$ cat src/rtl/id_branch_resolve.sv
// ID-stage branch resolution: operand forwarding, hazard-driven stall sequencing
// and a saturating stall-cycle counter.
module id_branch_resolve (
    input  logic        clk,
    input  logic        rst,
    input  logic        Beq_ID,
    input  logic        Bne_ID,
    input  logic [4:0]  rs,
    input  logic [4:0]  rt,
    input  logic        RegWriteEn_IDEX,
    input  logic        MemRead_IDEX,
    input  logic        Slt_IDEX,
    input  logic        Sgt_IDEX,
    input  logic [4:0]  writeRegister_IDEX,
    input  logic        MemRead_EXMEM,
    input  logic [4:0]  writeRegister_EXMEM,
    input  logic [1:0]  ForwardA,
    input  logic [1:0]  ForwardB,
    input  logic [31:0] readData1,
    input  logic [31:0] readData2,
    input  logic [31:0] aluResult_EX,
    input  logic [31:0] aluResult_EXMEM,
    input  logic [31:0] writeData_MEMWB,
    output logic [31:0] operandA,
    output logic [31:0] operandB,
    output logic        stall_PC,
    output logic        stall_IFID,
    output logic        bubble_IDEX,
    output logic        branchTaken,
    output logic        flush_IFID,
    output logic [15:0] stallCount
);

    typedef enum logic [1:0] {IDLE, STALL, RESOLVE} state_t;

    state_t     state, state_nxt;
    logic [1:0] cnt, cnt_nxt;
    logic [1:0] need;
    logic       branch_id;
    logic       match_idex, match_exmem;
    logic       load_ex, alu_ex, load_mem;
    logic       stall, resolve, taken_eval;

    function automatic logic [15:0] sat_inc(input logic [15:0] v);
        return (v == 16'hFFFF) ? v : v + 16'd1;
    endfunction

    function automatic logic [31:0] fwd_sel(input logic [1:0] sel, input logic [31:0] reg_data,
                                            input logic [31:0] memwb, input logic [31:0] exmem,
                                            input logic [31:0] ex);
        case (sel)
            2'b00:   return reg_data;
            2'b01:   return memwb;
            2'b10:   return exmem;
            default: return ex;
        endcase
    endfunction

    assign operandA = fwd_sel(ForwardA, readData1, writeData_MEMWB, aluResult_EXMEM, aluResult_EX);
    assign operandB = fwd_sel(ForwardB, readData2, writeData_MEMWB, aluResult_EXMEM, aluResult_EX);

    assign branch_id = Beq_ID | Bne_ID;

    // Register 0 is hardwired, so a match on it is never a hazard.
    assign match_idex  = ((rs != 5'd0) && (rs == writeRegister_IDEX)) ||
                         ((rt != 5'd0) && (rt == writeRegister_IDEX));
    assign match_exmem = ((rs != 5'd0) && (rs == writeRegister_EXMEM)) ||
                         ((rt != 5'd0) && (rt == writeRegister_EXMEM));

    // slt/sgt results are not usable by the ID comparator path, so they do not count as ALU hazards.
    assign load_ex  = match_idex & MemRead_IDEX;
    assign alu_ex   = match_idex & RegWriteEn_IDEX & ~MemRead_IDEX & ~(Slt_IDEX | Sgt_IDEX);
    assign load_mem = match_exmem & MemRead_EXMEM;
    assign need     = load_ex ? 2'd2 : ((alu_ex | load_mem) ? 2'd1 : 2'd0);

    // Beq wins when both decode lines are high.
    assign taken_eval = Beq_ID ? (operandA == operandB) :
                        Bne_ID ? (operandA != operandB) : 1'b0;

    always_comb begin
        state_nxt = state;
        cnt_nxt   = cnt;
        stall     = 1'b0;
        resolve   = 1'b0;
        case (state)
            IDLE: begin
                if (branch_id) begin
                    if (need == 2'd0) begin
                        resolve = 1'b1;
                    end else begin
                        stall = 1'b1;
                        if (need == 2'd2) begin
                            state_nxt = STALL;
                            cnt_nxt   = 2'd1;
                        end else begin
                            state_nxt = RESOLVE;
                        end
                    end
                end
            end
            STALL: begin
                stall     = 1'b1;
                state_nxt = RESOLVE;
                cnt_nxt   = 2'd0;
            end
            RESOLVE: begin
                resolve   = 1'b1;
                state_nxt = IDLE;
            end
            default: state_nxt = IDLE;
        endcase
    end

    assign stall_PC    = stall;
    assign stall_IFID  = stall;
    assign bubble_IDEX = stall;
    assign branchTaken = resolve & taken_eval;
    assign flush_IFID  = branchTaken;

    // State / counter register stage
    always_ff @(posedge clk) begin
        if (rst) begin
            state      <= IDLE;
            cnt        <= 2'd0;
            stallCount <= 16'd0;
        end else begin
            state <= state_nxt;
            cnt   <= cnt_nxt;
            if (stall)
                stallCount <= sat_inc(stallCount);
        end
    end

endmodule

$ cat config.mk
export PLATFORM = sky130hd
export DESIGN_NAME = id_branch_resolve
export DESIGN_NICKNAME = d
export VERILOG_FILES = /design/src/rtl/id_branch_resolve.sv
export SDC_FILE = /design/constraint.sdc
export NUM_CORES = 1
export LEC_CHECK = 0
export BUFFER_PORTS_ARGS = -buffer_cell sky130_fd_sc_hd__clkbuf_2
export CAP_MARGIN = 5
export CORE_AREA = 2 2 106 108
export DETAILED_ROUTE_END_ITERATION = 12
export DIE_AREA = 0 0 108 110
export PLACE_DENSITY = 0.69
export SETUP_SLACK_MARGIN = 0.5
export SLEW_MARGIN = 30
export SYNTH_ARGS = -nofsm -noshare
export SYNTH_HDL_FRONTEND = slang
export SYNTH_SLANG_ARGS = --single-unit
$ cat constraint.sdc
create_clock -name clk -period 3.2 [get_ports clk]
set_clock_uncertainty 0.2 [all_clocks]
set_input_delay 0.64 -clock clk [delete_from_list [all_inputs] [get_ports clk]]
set_output_delay 0.64 -clock clk [all_outputs]
set_load 0.005 [all_outputs]
==> results.sh <==
export IMPL_dieWidth_um=108
export IMPL_cts_hold_buf=0
export IMPL_drive_above_1_share_pct=76.74
export IMPL_hold_path_cell_count=2
export IMPL_top_layer_used="met4"
export IMPL_clock_latency_ns=0.26
export IMPL_fin_nets=797
export IMPL_rsz0062_at_grt="true"
export IMPL_syn_cell_area_um2=3108
export IMPL_yosysTopAreaCell="mux4_2"
export IMPL_fin_crit_sh_pct=110.9
export IMPL_final_hold_viol_count=0
export IMPL_area_growth_pct=83.49
export IMPL_initial_core_util_pct=29.05
export IMPL_dp_hpwl_um=13430
export IMPL_wirelength_um=16070
export IMPL_fp_dieArea_um2=11880
export IMPL_setup_viol=2
export IMPL_endpoint_kind="output pin"
export IMPL_max_slew_margin_pct=68.22
export IMPL_worstSetupPathType="input pin to output pin"
export IMPL_grt_use_total_pct=25.88
export IMPL_htreeDepth=1
export IMPL_synth_top_area_share_pct=46.38
export IMPL_cts_buffers_inserted=3
export IMPL_power_leakage_nw=2.571
export IMPL_ys_top_cells_by_area="mux4_2 (46%), dfxtp_1 (12%), xnor2_1 (11%)"
export IMPL_synthFlopType="dfxtp_1"
export IMPL_cp_max_fo=5
export IMPL_start_kind="input pin"
export IMPL_cts_root_buffer="clkbuf_8"
export IMPL_rrSetupSlack_ns=0.63
export IMPL_clk_path_buf_depth=2
export IMPL_clock_sinks=18
export IMPL_grt_antenna_before_repair=0
export IMPL_power_density_nw_per_um2=217.5
export IMPL_wl_met1_um=6286
export IMPL_hold_ws_ns=0.3039
export IMPL_syn_inst=274
export IMPL_nFillCells=970
export IMPL_syn_num_nets=468
export IMPL_timing_final_ws_setup_ns=-0.3479
export IMPL_outcome="finished with violations"
export IMPL_tightestPinTransition_ns=0.4767
export IMPL_clkTransAtPathRegs_ns=0.07
export IMPL_postSynth_asyncResetShare_pct=0
export IMPL_avgViaCountPerCell=5.415
export IMPL_total_power_mw=1.240
export IMPL_syn_area_per_cell_um2=11.34
export IMPL_violations="negative setup slack"
export IMPL_remaining_drc_errors=0
export IMPL_max_vdd_ir_drop_mv=0.1526
export IMPL_hp_class="flop to flop"
export IMPL_first_pass_iters=4
export IMPL_maxCapViolations=0
export IMPL_portBuffers=277
export IMPL_cts_tree="built"
export IMPL_rr_endpoint="stallCount[1]$_SDFFE_PP0P_"
export IMPL_grt_pass1_vias=4210
export IMPL_gp_congestion=0.9921
export IMPL_grt_max_degree=33
export IMPL_required_ns=2.36
export IMPL_yosys_warnings=0
export IMPL_ys_seq_area_share_pct=11.59
export IMPL_drt_iter0_drc=192
export IMPL_rows=38
export IMPL_ys_seq_elements=18
export IMPL_cp_arrival_ns=2.71
export IMPL_dr_wl_met3_um=1029
export IMPL_hold_end="stallCount[9]$_SDFFE_PP0P_"
export IMPL_min_delay_start="stallCount[9]$_SDFFE_PP0P_"
export IMPL_grt_overflow_total=0
export IMPL_grt_pass1_wl_um=23190
export IMPL_vias=4018
export IMPL_pin_count=278
export IMPL_n_antenna_cell=0
export IMPL_synth_edf_count=0
export IMPL_r2r_start="stallCount[4]$_SDFFE_PP0P_"
export IMPL_utilization_pct=53.31
export IMPL_fmax_mhz=281.9
export IMPL_r2r_cells=8
export IMPL_core_area_um2=10700
export IMPL_min_period_ns=3.548
export IMPL_final_max_slew_viol_count=0
export IMPL_route_met2_wl_um=8239
export IMPL_synth_cell_type_count=38
export IMPL_dieHeight_um=110
export IMPL_ant_nets=0
export IMPL_wl_per_cell_um=21.65
## cell families after synthesis
kind of cell	Yosys count	share of synthesized area, %
DFF	18	11.59
muxes	65	46.70
buffers and inverters	28	5.394
and+or+nand+nor	74	13.33
xor gates and xnor gates	53	14.94
adders and majority gates	1	0.4025
AOI/OAI and AO/OA	35	7.649
## critical path, stage by stage
cell	delay (ns)
clkbuf_16	0.14
buf_12	0.13
mux4_2	0.52
xnor2_1	0.21
nand4_1	0.20
nor4_4	0.36
a31oi_1	0.14
nor3_2	0.19
clkbuf_2	0.16
## cells in the final DEF (no fill, tap or decap), types with 6 or more instances in the layout
master,count
a21oi_1,7
a21oi_2,9
buf_12,7
buf_4,55
buf_6,8
clkbuf_2,264
clkbuf_8,6
dfxtp_1,18
mux4_2,64
nand2_1,7
nand4_1,16
nor2_1,10
nor3_1,7
or4_4,6
xnor2_1,36
xor2_1,8
## state kept, by name, indices dropped and copies added (netlist names)
register	count
stallCount	16
state	2
## where the power goes
group	switching [mW]	total (mW)	internal [mW]
Clock	0.0806	0.190	0.109
Combinational	0.338	0.823	0.485
Sequential	0.00206	0.227	0.225
## what timing repair did
item	CTS	global route
resized for setup	27	61
pin swaps	31	22
endpoints found under the setup margin	10	22
gates cloned	6	0
setup buffers	8	3
## stage by stage
stage / area, um2 / TNS (ns) / instances / setup slack (ns)
after global placement: 5007 / -0.9636 / 721 / -0.4854
after CTS: 5433 / -0.6780 / 739 / -0.3408
final: 5703 / -0.6914 / 742 / -0.3479
after floorplan: 3219 / -0.07500 / 274 / -0.07500
after global routing: 5703 / -0.8911 / 742 / -0.4457
after detailed placement: 5007 / -1.057 / 721 / -0.5303
## per-layer routing
metal | track usage (%) | vias to the layer above
met3 | 4.233 | 32
met4 | 8.242 | 0
met2 | 46.23 | 207
met5 | 0 | -
met1 | 32.02 | 1995
li1 | - | 1784
## worst max path at each step
stage             endpoint  slack, ns   startpoint
2_1_floorplan   flush_IFID      -0.08  ForwardA[0]
3_3_place_gp   branchTaken      -0.49  ForwardA[0]
3_5_place_dp   branchTaken      -0.53  ForwardA[0]
4_1_cts        branchTaken      -0.34  ForwardA[0]
5_1_grt        branchTaken      -0.45  ForwardB[0]
6_report       branchTaken      -0.35  ForwardA[0]
## cell type report
cell class	count	area (um2)	area share [%]
inverters	6	22.52	0.3949
flip-flops and latches	18	360.3	6.319
clock buffers	4	55.05	0.9653
repair buffers	346	2240	39.27
multi-input cells	228	2850	49.98
well taps	140	175.2	3.072
## cell usage after synthesis (all sizes together) (2+ instances only)
library cell / count
nor3: 10
inv: 6
buf: 20
clkbuf: 2
nand3: 7
nor2b: 2
o31ai: 7
or3: 8
nor4: 2
o21ai: 7
nor2: 10
a21oi: 16
dfxtp: 18
a2111oi: 2
nand2: 7
or4: 6
mux4: 64
nand4: 16
xor2: 13
xnor2: 40
No activity file was read; power rests on OpenSTA's default activity.
